File: config.mk
export PLATFORM = sky130hd
export DESIGN_NAME = vga_text_sequencer
export DESIGN_NICKNAME = d
export VERILOG_FILES = /design/src/rtl/vga_text_sequencer.sv
export SDC_FILE = /design/constraint.sdc
export NUM_CORES = 1
export LEC_CHECK = 0
export CORE_ASPECT_RATIO = 1.4
export CORE_UTILIZATION = 50
export DETAILED_ROUTE_END_ITERATION = 8
export DONT_BUFFER_PORTS = 1
export HOLD_SLACK_MARGIN = 0.08
export PLACE_DENSITY_LB_ADDON = 0.2
export RECOVER_POWER = 100
export SLEW_MARGIN = 20
export SYNTH_ARGS = -nofsm -noshare
export SYNTH_HDL_FRONTEND = slang
export SYNTH_SLANG_ARGS = --single-unit
File: constraint.sdc
create_clock -name clk -period 2.3 [get_ports clk]
set_input_delay 0.46 -clock clk [delete_from_list [all_inputs] [get_ports clk]]
set_output_delay 0.46 -clock clk [all_outputs]
set_load 0.05 [all_outputs]
File: src/rtl/vga_text_sequencer.sv
// Typewriter-style message sequencer for the VGA letter renderer: stores a short message,
// reveals it one slot per tick, optionally loops, and answers per-slot letter lookups.
module vga_text_sequencer #(
  parameter int          NUM_SLOTS  = 8,
  parameter int          TICK_DIV   = 25_000_000,
  parameter int          HOLD_TICKS = 4,
  parameter logic [4:0]  BLANK_CODE = 5'd31,
  localparam int         AW = $clog2(NUM_SLOTS),
  localparam int         CW = AW + 1
) (
  input  logic          clk,
  input  logic          rst_n,
  input  logic          wr_en,
  input  logic [AW-1:0] wr_addr,
  input  logic [4:0]    wr_letter,
  input  logic [CW-1:0] msg_len,
  input  logic [1:0]    theme_in,
  input  logic          start,
  input  logic          stop,
  input  logic          loop_en,
  input  logic [AW-1:0] slot_sel,
  output logic [4:0]    letter_out,
  output logic [1:0]    theme_out,
  output logic          busy,
  output logic          done
);

  localparam int PW = $clog2(TICK_DIV);
  localparam int HW = $clog2(HOLD_TICKS + 1);
  localparam logic [PW-1:0] TICK_LAST = PW'(TICK_DIV - 1);
  localparam logic [CW-1:0] SLOTS_MAX = CW'(NUM_SLOTS);
  localparam logic [HW-1:0] HOLD_LAST = HW'(HOLD_TICKS);

  typedef enum logic [1:0] {IDLE, TYPE, SHOW} state_t;

  state_t        state;
  logic [CW-1:0] reveal_cnt;
  logic [CW-1:0] len_q;
  logic [PW-1:0] prescaler;
  logic [HW-1:0] hold_cnt;
  logic [4:0]    msg [NUM_SLOTS];

  logic          tick;
  logic [CW-1:0] len_clamped;
  logic          slot_revealed;

  assign tick          = (state != IDLE) && (prescaler == TICK_LAST);
  assign len_clamped   = (msg_len > SLOTS_MAX) ? SLOTS_MAX : msg_len;
  assign slot_revealed = ({1'b0, slot_sel} < reveal_cnt);

  always_ff @(posedge clk or negedge rst_n) begin
    if (!rst_n) begin
      state      <= IDLE;
      reveal_cnt <= '0;
      len_q      <= '0;
      prescaler  <= '0;
      hold_cnt   <= '0;
      letter_out <= BLANK_CODE;
      theme_out  <= 2'b00;
      busy       <= 1'b0;
      done       <= 1'b0;
      for (int i = 0; i < NUM_SLOTS; i++) msg[i] <= BLANK_CODE;
    end else begin
      // Lookup uses the pre-edge message, so a same-cycle write to the read slot returns the old code.
      letter_out <= (state != IDLE && slot_revealed) ? msg[slot_sel] : BLANK_CODE;
      if (wr_en) msg[wr_addr] <= wr_letter;
      done <= 1'b0;

      if (stop) begin
        state      <= IDLE;
        reveal_cnt <= '0;
        prescaler  <= '0;
        hold_cnt   <= '0;
        busy       <= 1'b0;
      end else if (start) begin
        len_q      <= len_clamped;
        theme_out  <= theme_in;
        reveal_cnt <= '0;
        hold_cnt   <= '0;
        prescaler  <= '0;
        if (len_clamped == '0) begin
          state <= SHOW;
          busy  <= 1'b0;
          done  <= 1'b1;
        end else begin
          state <= TYPE;
          busy  <= 1'b1;
        end
      end else begin
        if (state != IDLE) prescaler <= tick ? '0 : prescaler + PW'(1);
        case (state)
          TYPE: if (tick) begin
            reveal_cnt <= reveal_cnt + CW'(1);
            if (reveal_cnt + CW'(1) == len_q) begin
              state <= SHOW;
              busy  <= 1'b0;
              done  <= 1'b1;
            end
          end
          SHOW: if (tick && loop_en) begin
            // Loop restart happens on the tick that brings the hold count to HOLD_TICKS.
            if (hold_cnt + HW'(1) == HOLD_LAST) begin
              state      <= TYPE;
              busy       <= 1'b1;
              reveal_cnt <= '0;
              hold_cnt   <= '0;
            end else begin
              hold_cnt <= hold_cnt + HW'(1);
            end
          end
          default: ;
        endcase
      end
    end
  end

endmodule

Yosys cells after proc, flatten, opt, wreduce, memory -nomap -nowiden
Index checks and enable logic that the tools add are counted.
- flip-flop bits (word level): 87
- latch bits: 0
- bits in writable memories: 0
- memory bits (read-only): 0
- input port bits: 23
- memories kept: 0
- add/sub/neg operators: 3
- $mul: 0
- divide/modulo/power cells: 0
- order comparisons: 5
- equal/unequal tests: 9
- shifts and indexed selects: 0
- muxes and demuxes: 45
- bitwise operators: 3
- reduce and logical (&&, ||, !) cells: 14
- operators with widths (cell ; number):
    $mux W25 ; 4
    $bwmux W40 ; 1
    $add A25 B1 Y25 const B ; 1
    $eq A25 B25 Y1 const B ; 1
    $mux W4 ; 6
    $mux W5 ; 4
    $ne A4 B4 Y1 const B ; 4
    $bmux W5 S3 ; 1
    $demux W5 S3 ; 1
    $mux W3 ; 5
    $mux W2 ; 7
    $mux W1 ; 13
    $reduce_bool A3 Y1 ; 3
    $ge A4 B4 Y1 const B ; 2
    $not A3 Y4 ; 2
    $pmux W4 S2 ; 1
    $reduce_and A5 Y1 ; 1
    $add A4 B1 Y4 const B ; 1
    $eq A4 B4 Y1 ; 1
    $gt A4 B4 Y1 const B ; 1
    $logic_and A1 B1 Y1 ; 4
    $logic_not A4 Y1 ; 1
    $lt A3 B4 Y1 ; 1
    $lt A4 B1 Y1 const B ; 1
    other kinds (11) ; 12

Longest topological paths before layout
- depth in word-level cells: 7
- mapped depth: 10
- depth with buffers taken out: 8

Worst setup path before layout
Ideal clock, no wire load.
- kind: flip-flop to flip-flop
- from: reg state[0]
- to: reg state[1]
- arrival: 2283 ps
- required time: 2180 ps
- path slack: -103 ps
- stages on the path, launching flop included: 9
- clock period less this slack: 2403 ps
- cells stage by stage: dfrtp_1 -> inv_1 -> ha_1 -> nor4b_2 -> nand4b_1 -> or3_4 -> nor3_2 -> a21oi_1 -> o211a_1
- cells in the longest elaborated chain, start to end: 5
- RTL lines (item ; RTL line ; source):
    start, declared ; 36 ; state_t state;
    start signal, assigned ; 53 ; state <= IDLE;
    start signal, assigned ; 70 ; state <= IDLE;
    start signal, assigned ; 82 ; state <= SHOW;
    $reduce_bool A2 Y1 ; 47 ; assign tick = (state != IDLE) && (prescaler == TICK_LAST);
    $logic_and A1 B1 Y1 ; 47 ;
    $logic_and A1 B1 Y1 ; 100 ; SHOW: if (tick && loop_en) begin
    $ne A4 B4 Y1 (no line) ; n/a ;
    $reduce_and A5 Y1 (no line) ; n/a ;
Parallel ways exist; a longest one is shown, timed or not.
A chain may end at the register's enable or synchronous reset.

Worst setup path after layout
- from: reg state[0]
- to: reg prescaler[14]
- cells in the longest elaborated chain, start to end: 6
- RTL lines (item ; RTL line ; source):
    $reduce_bool A2 Y1 * ; 47, 90 ;
    $logic_and A1 B1 Y1 ; 47 ;
    $mux W25 (2 in a row) ; 90 ; if (state != IDLE) prescaler <= tick ? '0 : prescaler + PW'(1);
    $mux W25 ; 75 ; end else if (start) begin
    $mux W25 ; 69 ; if (stop) begin
    end signal, assigned ; 90 ;
    end, declared ; 39 ; logic [PW-1:0] prescaler;
Mark *: on every way between the ends. The rest lies on a longest branch, timed or not. The select of a mux whose other input is x is not followed.

==> summary.md <==
| Metric | Value |
|---|---|
| Worst path bufs/invs | `2` |
| CTS tree | `built` |
| Failing checks | `negative hold slack` |
| Number of cells on the critical path | `9` |
| MaxCap Viol Count | `0` |
| Run status | `complete, but fails checks` |
| Top cell type's share of synthesized area | `a little over a quarter` |
| Switch Pwr | `918 uW` |
| Clock-pin slew on the worst setup and hold paths | `0.07 ns` |
| Worst Tran Pin Value | `around 0.64 ns` |
| CTS H-Tree Depth | `3` |
| Met3 Track Usage GR | `3.17%` |
| CP arrival | `2.37 ns` |
| Share of layout cells above drive strength 1 | `32.7%` |
| VDD IR max | `502 uV` |
| Vias/cell | `5.93` |
| Multi-input logic area | `2030 um2` |
| Routed len/inst | `18.0 um` |
| Most Used Layer, Global Route | `met2` |
| Storage element area | `2210 um2` |
| Last element of the critical path | `prescaler[14]` |
| R2R setup slack | `~0.15 ns` |
| Number of global-route vias before repair | `roughly 3,000` |
| GRT met1 Usage | `25.3%` |
| Minimum clock period | `2.15 ns` |
| Clk sinks | `86` |
| Pwr dens | `just over 800 nW/um2` |
| Slowest stage delay, CP | `0.40 ns` |
| IO buf count | `0` |
| DRT iter0 DRCs | `172` |
| Fmax | `approximately 470 MHz` |
| Net Count, Synth | `399` |
| Cell variety after synth | `49` |
| FF-to-FF Start | `state[0]` |
| Final instance area | `4810 um2` |
| Worst R2R End | `prescaler[14]` |
| Starting Density | `52.4%` |
| Setup TNS | `0 ns` |
| Placed Area | `between 4000 and 5000 um2` |
| # setup viols final | `0` |
| P_int | `2980 uW` |
| Core area | `8300 um2` |
| GRT Total Usage | `21.3%` |
| Largest cells by area after synthesis | `dfstp_2 (27%), dfrtp_1 (24%), mux2_2 (11%)` |
| Skew-Pair Late Insertion Delay | `roughly 0.34 ns` |
| Sw frac | `a little under a quarter` |
| Syn Area/Cell | `11.9 um2` |
| Grt ovf | `0` |
| Setup crit end kind | `register` |
| Commonest non-fill, non-tap cell in the layout | `mux2_2` |
| Comb pwr share | `10.3%` |
| I/O pins | `32` |
| Residual DRC | `0` |
| Area grow syn2layout | `10.7%` |
| RSZ-0062 raised after global routing | `false` |
| Worst-case hold slack | `-0.193 ns` |
| Die footprint | `roughly 9000 um2` |
| Critical Path Start | `state[0]` |
| Floorplan row count | `39` |
| Commonest non-fill, non-tap cells in the layout | `mux2_2 (44), dfrtp_1 (40), dfstp_2 (40), nand2_1 (32), nor2_1 (24)` |
| Largest net degree at the start of global routing | `87` |
| Die Ht | `112 um` |
| Register area share after synthesis | `50.8%` |
| Area leader, netlist | `dfstp_2` |
| Worst setup path class | `reg -> reg` |
| CTS Buf Count | `9` |
| Number of synthesized flops with an enable pin | `0` |
| #FFs+latches synth | `86` |
| Met2 Use GR | `roughly two fifths` |
| Final Slew Violations | `0` |
| Seq pwr share | `~50%` |
| GPL Wtd Cong | `approximately 0.74` |
| Routed Antenna Nets | `0` |
| Crit-path slowest cell | `dfrtp_2` |
| Cell chain of the critical path | `inv_1 -> ha_1 -> clkbuf_1 -> or3b_1 -> and4_4 -> and3_4 -> nand4_1 -> xor2_1 -> nor2_1` |
| Total leakage power | `roughly 0.0019 uW` |
| Initial antenna violation count | `0` |
| First-pass GRT wire length | `14,600 um` |
| Clock network power share | `39.9%` |
| Detailed placement HPWL | `6180 um` |
| CTS root buffer | `clkbuf_16` |
| Synth Flop Type | `dfstp_2` |
| Syn Inst Count | `366` |
| Routed WL | `8740 um` |
| Worst Path Max Fanout | `7` |
| Yosys warns | `0` |
| Fin nets | `413` |
| Max-slew headroom | `57.1%` |
| Fill cell count | `a little under 700` |
| Hold crit path type | `in -> async` |
| WP data required | `around 2.5 ns` |
| Die X | `80.8 um` |
| DRT Pass-1 Iters | `5` |
| Period utilization | `roughly 93%` |
| Final hold violation count | `69` |
| R2R depth | `9` |
| CP delay by family, top | `simple AND/OR/NAND/NOR gates` |
| Setup Skew | `0.0101 ns` |
| Startpoint types | `register` |
| Async SR Flop Fraction | `100%` |
| Vias after detailed routing | `2,886` |
| ANT cells | `0` |
| Clock Path Buffers | `2` |
| Synthesized cell area | `4340 um2` |
| Final Total Pwr | `3900 uW` |
==> metrics by stage <==
step | setup WS [ns] | std cells | util (%)
4_1_cts | 0.104 | 487 | 58.3
3_3_place_gp | 0.153 | 471 | 54.4
5_1_grt | 0.00979 | 487 | 57.9
6_report | 0.153 | 487 | 57.9
3_5_place_dp | 0.115 | 471 | 54.4
2_1_floorplan | 0.0536 | 366 | -
==> what timing repair did <==
action,4_1_cts,5_1_grt
resized for setup,0,1
buffers inserted,0,0
hold endpoints to repair,86,86
setup endpoints to repair,0,5
==> power by group through the flow <==
stage | Combinational (uW) | Clock (uW) | Sequential (uW)
6_report | 400 | 1560 | 1940
3_3_place_gp | 397 | 0 | 1950
4_1_cts | 415 | 1580 | 1950
2_1_floorplan | 355 | 0 | 1940
3_5_place_dp | 411 | 0 | 1970
5_1_grt | 440 | 1650 | 1970
==> worst min path at each step <==
stage,startpoint,endpoint
2_1_floorplan,rst_n,done
3_3_place_gp,rst_n,prescaler[19]
3_5_place_dp,rst_n,prescaler[19]
4_1_cts,rst_n,prescaler[23]
5_1_grt,rst_n,state[0]
6_report,rst_n,prescaler[19]
==> flip-flops by register name, summed over array words and instances, names as in the netlist, 2 cells and up <==
signal / flops
msg: 40
prescaler: 25
letter_out: 5
len_q: 4
reveal_cnt: 4
hold_cnt: 3
state: 2
theme_out: 2
==> area by class of cell <==
cell class	instances	share of cell area (%)
multi-input cells	258	42.3
inverters	12	0.937
flip-flops and latches	86	46.0
well taps	102	2.65
repair buffers	13	1.41
clock inverters	6	1.51
clock buffers	10	5.21
==> worst register-to-register path, cell delays in order, from the launching register on <==
cell,delay (ns)
dfrtp_2,0.40
inv_1,0.10
ha_1,0.20
clkbuf_1,0.19
or3b_1,0.39
and4_4,0.24
and3_4,0.19
nand4_1,0.10
xor2_1,0.16
nor2_1,0.06
==> metal layers <==
layer / share of wire (%) / up-vias / routed length, um
met5: 0 / - / 0
met1: 41 / 1492 / 3560
met4: 1.6 / 0 / 144
met3: 2.1 / 13 / 181
met2: 56 / 33 / 4860
li1: - / 1348 / -
==> Yosys cell counts (2+ instances only) <==
master and instances:
dfstp_2 45, mux2_2 44, dfrtp_1 41, nand2_1 32, nor2_1 24, o21ai_0 21
nand4_1 15, xor2_1 13, inv_1 12, ha_1 10, mux4_2 10, xnor2_1 9
nor3_1 8, a21oi_1 7, mux2i_1 7, a31oi_1 6, nand2b_1 6, nand3_1 5
clkbuf_1 4, nand4b_1 4, nor4_1 4, a21o_1 3, a22o_1 3, and2_1 2
and3_1 2, and4_1 2, buf_2 2, buf_6 2, nor3b_1 2, o21ai_1 2
==> cells by family after synthesis <==
| logic type | synth area share (%) |
|---|---|
| and+or+nand+nor | 14.6 |
| DFF | 50.8 |
| muxes | 18.2 |
| AOI/OAI and AO/OA | 6.68 |
| xor gates and xnor gates | 4.44 |
| buffers and inverters | 2.33 |
| adders and majority gates | 2.88 |
Power figures use the tool's default switching activity.
